### src/rtl/fetch_stage.sv
// ---------------------------------------------------------------------------
// fetch_stage
//
// Instruction fetch stage feeding the decode stage. Owns the PC and issues
// one word-aligned request at a time to a variable-latency instruction
// memory. The returned word and its PC are held in an output register with
// valid/stall handshaking toward decode. A redirect (taken branch/jump)
// reloads the PC, flushes the held instruction and marks any in-flight
// response for discard.
//
// Ports:
//   clk            in   clock, all state updates on the rising edge
//   rst            in   synchronous active-high reset
//   stall_i        in   decode cannot accept; output register holds
//   redirect_i     in   load redirect_pc_i and flush
//   redirect_pc_i  in   redirect target (low two bits ignored)
//   imem_req_o     out  one-cycle request strobe
//   imem_addr_o    out  request address (current PC)
//   imem_rvalid_i  in   response valid, exactly one per request
//   imem_rdata_i   in   response instruction word
//   instruction_o  out  instruction to decode (NOP_INSTR when not valid)
//   pc_o           out  PC of instruction_o
//   valid_o        out  instruction_o/pc_o hold a live instruction
// ---------------------------------------------------------------------------
module fetch_stage #(
    parameter int unsigned                 DATA_WIDTH  = 32,
    parameter int unsigned                 INSTRUCTION = 32,
    parameter logic [DATA_WIDTH-1:0]       RESET_PC    = 32'h0000_0000,
    parameter logic [INSTRUCTION-1:0]      NOP_INSTR   = 32'h0000_0013
) (
    input  logic                    clk,
    input  logic                    rst,
    input  logic                    stall_i,
    input  logic                    redirect_i,
    input  logic [DATA_WIDTH-1:0]   redirect_pc_i,
    output logic                    imem_req_o,
    output logic [DATA_WIDTH-1:0]   imem_addr_o,
    input  logic                    imem_rvalid_i,
    input  logic [INSTRUCTION-1:0]  imem_rdata_i,
    output logic [INSTRUCTION-1:0]  instruction_o,
    output logic [DATA_WIDTH-1:0]   pc_o,
    output logic                    valid_o
);

    typedef enum logic [1:0] {
        ST_FETCH     = 2'd0,
        ST_WAIT      = 2'd1,
        ST_WAIT_DROP = 2'd2
    } state_t;

    localparam logic [DATA_WIDTH-1:0] PC_RESET_ALIGNED = {RESET_PC[DATA_WIDTH-1:2], 2'b00};
    localparam logic [DATA_WIDTH-1:0] PC_STEP          = DATA_WIDTH'(4);

    // Registered state
    state_t                   r_state;
    logic [DATA_WIDTH-1:0]    r_pc;
    logic                     r_valid;
    logic [INSTRUCTION-1:0]   r_instr;
    logic [DATA_WIDTH-1:0]    r_pc_out;

    // Next-state values
    state_t                   w_state_nxt;
    logic [DATA_WIDTH-1:0]    w_pc_nxt;
    logic                     w_valid_nxt;
    logic [INSTRUCTION-1:0]   w_instr_nxt;
    logic [DATA_WIDTH-1:0]    w_pc_out_nxt;

    logic                     w_req;
    logic [DATA_WIDTH-1:0]    w_redirect_target;
    logic                     w_unused_redirect_lsbs;

    assign w_redirect_target      = {redirect_pc_i[DATA_WIDTH-1:2], 2'b00};
    assign w_unused_redirect_lsbs = ^redirect_pc_i[1:0];

    // A request may only go out when the output register will be free by
    // the time the response lands: either it is empty now or it is being
    // consumed at this edge.
    assign w_req = (r_state == ST_FETCH) && (!r_valid || !stall_i) && !redirect_i && !rst;

    assign imem_req_o    = w_req;
    assign imem_addr_o   = r_pc;
    assign instruction_o = r_instr;
    assign pc_o          = r_pc_out;
    assign valid_o       = r_valid;

    // -----------------------------------------------------------------------
    // State register
    // -----------------------------------------------------------------------
    always_ff @(posedge clk) begin
        if (rst) begin
            r_state  <= ST_FETCH;
            r_pc     <= PC_RESET_ALIGNED;
            r_valid  <= 1'b0;
            r_instr  <= NOP_INSTR;
            r_pc_out <= '0;
        end else begin
            r_state  <= w_state_nxt;
            r_pc     <= w_pc_nxt;
            r_valid  <= w_valid_nxt;
            r_instr  <= w_instr_nxt;
            r_pc_out <= w_pc_out_nxt;
        end
    end

    // -----------------------------------------------------------------------
    // Next-state and output-register logic
    // -----------------------------------------------------------------------
    always_comb begin
        w_state_nxt  = r_state;
        w_pc_nxt     = r_pc;
        w_valid_nxt  = r_valid;
        w_instr_nxt  = r_instr;
        w_pc_out_nxt = r_pc_out;

        // Consumption by decode empties the register unless a capture
        // below overwrites it in the same cycle.
        if (r_valid && !stall_i) begin
            w_valid_nxt = 1'b0;
            w_instr_nxt = NOP_INSTR;
        end

        unique case (r_state)
            ST_FETCH: begin
                if (w_req) begin
                    w_state_nxt = ST_WAIT;
                end
            end
            ST_WAIT: begin
                if (imem_rvalid_i) begin
                    w_instr_nxt  = imem_rdata_i;
                    w_pc_out_nxt = r_pc;
                    w_valid_nxt  = 1'b1;
                    w_pc_nxt     = r_pc + PC_STEP;
                    w_state_nxt  = ST_FETCH;
                end
            end
            ST_WAIT_DROP: begin
                if (imem_rvalid_i) begin
                    w_state_nxt = ST_FETCH;
                end
            end
            default: begin
                w_state_nxt = ST_FETCH;
            end
        endcase

        // Redirect overrides capture and stall. An outstanding request
        // cannot be cancelled at the memory, so WAIT turns into WAIT_DROP
        // to swallow the stale response unless it is arriving right now.
        if (redirect_i) begin
            w_pc_nxt    = w_redirect_target;
            w_valid_nxt = 1'b0;
            w_instr_nxt = NOP_INSTR;
            unique case (r_state)
                ST_FETCH:     w_state_nxt = ST_FETCH;
                ST_WAIT,
                ST_WAIT_DROP: w_state_nxt = imem_rvalid_i ? ST_FETCH : ST_WAIT_DROP;
                default:      w_state_nxt = ST_FETCH;
            endcase
        end
    end

`ifndef SYNTHESIS
    a_pc_aligned: assert property (@(posedge clk) disable iff (rst)
        r_pc[1:0] == 2'b00);

    a_no_rvalid_when_idle: assert property (@(posedge clk) disable iff (rst)
        imem_rvalid_i |-> (r_state != ST_FETCH));
`endif

endmodule

### config.mk
export PLATFORM = sky130hd
export DESIGN_NAME = fetch_stage
export DESIGN_NICKNAME = d
export VERILOG_FILES = /design/src/rtl/fetch_stage.sv
export SDC_FILE = /design/constraint.sdc
export NUM_CORES = 1
export LEC_CHECK = 0
export ABC_AREA = 1
export CAP_MARGIN = 40
export CORE_ASPECT_RATIO = 0.7
export CORE_UTILIZATION = 40
export DETAILED_ROUTE_END_ITERATION = 7
export HOLD_SLACK_MARGIN = 0.08
export PLACE_DENSITY = 0.83
export SETUP_SLACK_MARGIN = 0.05
export SYNTH_ARGS = -nofsm -noshare
export SYNTH_HDL_FRONTEND = slang
export SYNTH_SLANG_ARGS = --single-unit
### constraint.sdc
create_clock -name clk -period 1.7 [get_ports clk]
set_clock_uncertainty 0.2 [all_clocks]
set_input_delay 0.34 -clock clk [delete_from_list [all_inputs] [get_ports clk]]
set_output_delay 0.34 -clock clk [all_outputs]
set_load 0.05 [all_outputs]
==> metrics.md <==
| Metric | Value |
|---|---|
| Status | complete, but fails checks |
| Failing checks | setup timing |
| Initial antenna violation count | 0 |
| Drt drc | 0 |
| Die width | about 130 um |
| Die area | 11400 sq um |
| Min Tclk post-route | 1.96 ns |
| Hold_buf cts | 0 |
| Final hold vios | 0 |
| DP Worst Slack | -0.358 ns |
| CTS tree | built |
| F_max | 0.511 GHz |
| Largest net degree at the start of global routing | 32 |
| Nets | 901 |
| Vias post-DR | 5468 |
| Via density | 5.57 |
| Max Slew Vio Count | 0 |
| IO Port Bufs | 160 |
| Drt initial violations | 532 |
| Post-Route WL | between 15000 and 20000 um |
| Switch share | 29.8% |
| CTS buffer count | 9 |
| Combinational share of power | between 20% and 30% |
| Vertical die dimension | 89.6 um |
| Syn Inst Count | between 600 and 700 |
| EDFF count, synth | 0 |
| Clk_lat worst skew | 0.35 ns |
| Max_cap viols | 0 |
| Synth Cell Area | 4390 sq um |
| First-pass GRT wire length | 23800 um |
| RSZ-0062 raised after global routing | true |
| Crit. End Element | flip-flop |
| Distinct cell type count of the synthesized netlist | 31 |
| Sequential fraction of the synthesis area | 43.3% |
| Core Area | 10500 sq um |
| FF-to-FF setup slack | -0.26 ns |
| Class of the most critical setup path | reg -> reg |
| CTS H-tree lvls | 3 |
| Layout cells sized above 1 | 39.1% |
| Internal | 4.14 mW |
| Routed len/inst | approximately 19 um |
| Antenna Nets Post-Route | 0 |
| Initial Util | 41.7% |
| Gr usage total | 26.9% |
| Detailed Place HPWL | about 11000 um |
| Detailed Routing Iterations Pass 1 | 5 |
| Fin crit share | 115% |
| Synthesis warning total | 0 |
| Leading register cell type out of synthesis | dfxtp_1 |
| Critical path peak fanout | 8 |
| FFs w/ async S/R, synth | 0% |
| Root Buffer | clkbuf_16 |
| Maximum vdd ir drop | between 0.0005 and 0.0006 V |
| PwrDens | slightly below 700 nW/um^2 |
| Vias in the first global route | 4918 |
| Clock-pin slew on the worst setup and hold paths | 0.07 ns |
| # IOs | 167 |
| N_diodes | 0 |
| Psw | 1.76 mW |
| Clock sink total | 95 |
| Clock buffer depth | 2 |
| P&R area growth vs syn | 97.0% |
| Syn_area_per_cell | 6.99 sq um |
| HP Class | reg -> reg |
| FP Rows | 31 |
| Post-layout worst setup margin | -0.255 ns |
| Crit path launch type | flip-flop |
| Total negative slack | -8.08 ns |
| CP Data Required Time | 1.73 ns |
| Final setup viols | 78 |
| Crit path DAT | 1.98 ns |
| GPL Wtd Cong | 0.928 |
| Hold slack final | 0.272 ns |
| Leak | around 3.4 nW |
| Clock power share | 33.8% |
| Grt ovf | 0 |
| Yosys reg bits | 95 |
| Final Total Pwr | 5.90 mW |
| Flop pwr share | 41.6% |
-- placed cells by master (no fill, tap or decap), types with 4 or more instances in the layout --
cell type	count
o21ai_4	5
buf_12	102
buf_6	9
nand2_4	6
buf_4	38
nor2_1	59
xor2_1	10
o21ai_1	23
a21oi_1	44
clkdlybuf4s50_1	65
inv_2	5
clkbuf_16	16
a21oi_2	31
dfxtp_2	28
nor2_4	18
inv_1	59
a21oi_4	5
conb_1	4
nand3_1	31
nand2_1	102
dfxtp_1	65
o21ai_0	29
o21ai_2	27
nor2_2	9
-- power groups by stage --
stage,combinational (mW),clock (mW),sequential (mW)
4_1_cts,1.28,1.98,2.44
6_report,1.45,2.00,2.45
3_3_place_gp,1.19,0,2.48
3_5_place_dp,1.21,0,2.48
2_1_floorplan,0.301,0,2.71
5_1_grt,1.51,2.09,2.46
-- sequential cells by signal, indices dropped and copies added, names as in the netlist --
name,count
pc_o,30
r_state,2
imem_addr_o,30
instruction_o,32
valid_o,1
-- worst max-delay path, stage by stage (launching register included) --
cell and delay (ns):
dfxtp_2 0.34, inv_2 0.05, buf_4 0.14, ha_4 0.16, nand2_4 0.10, inv_4 0.05
buf_4 0.14, buf_12 0.15, buf_12 0.15, nand2_4 0.05, xor2_1 0.21, a21oi_1 0.10
-- cell type report --
type                            count  area, sq um
Multi-Input combinational cell    432         2660
Fill cell                         567         1870
Clock inverter                      2         12.5
Sequential cell                    95         1940
Tap cell                          148          185
Clock buffer                       14          275
Inverter                           66          253
Timing Repair Buffer              225         3320
-- final timing paths --
check                                 from             end  depth (start not counted)
worst max-delay path            r_state[1]  imem_addr_o[4]                         11
worst min-delay path            r_state[1]      r_state[1]                          2
worst max register to register  r_state[1]  imem_addr_o[4]                         11
worst min register to register  r_state[1]      r_state[1]                          2
-- synthesized netlist by cell type, drive strengths merged, types with 2 or more instances --
library cell | count | area (sq um)
o21ai | 84 | 420
a211oi | 2 | 15.0
xnor2 | 2 | 17.5
a31oi | 3 | 18.8
xor2 | 10 | 87.6
clkbuf | 25 | 93.8
nor3 | 2 | 10.0
nand2 | 111 | 432
o22ai | 3 | 18.8
nand3 | 35 | 180
buf | 13 | 73.8
a21oi | 80 | 400
nor2 | 86 | 380
ha | 3 | 37.5
inv | 66 | 248
dfxtp | 95 | 1900
and2 | 2 | 12.5
-- cells by family (layout without fill, tap and decap cells) --
kind of cell | Yosys count | after routing | synth area share [%]
compound gates | 175 | 175 | 20.4
xor+xnor | 12 | 12 | 2.40
fa+ha+maj | 3 | 3 | 0.856
buf+inv | 104 | 307 | 9.47
flops | 95 | 95 | 43.3
other cells | 1 | 4 | 0.0855
simple gates | 238 | 238 | 23.4
-- through the flow --
step,instances,cell area [sq um],util (%)
finish,982,8640,82.2
global route,982,8640,82.2
CTS,967,7910,75.2
global placement,940,7340,69.8
floorplan,631,4460,-
detailed placement,940,7340,69.8
-- per-layer routing --
metal,wire (um),part of all wire (%),up-vias,GRT usage (%)
met4,836,4.4,0,9.20
li1,-,-,2429,-
met1,7360,39,2600,32.5
met5,0,0,-,0
met3,1650,8.7,78,7.23
met2,9110,48,361,47.1
-- repair_timing --
action                                  4_1_cts  5_1_grt
endpoints found under the setup margin       56       92
buffers inserted                             10        7
gates resized for setup                      77      149
gates cloned                                  1        8
pin swaps                                    13       21
(Power assumes the default switching activity.)
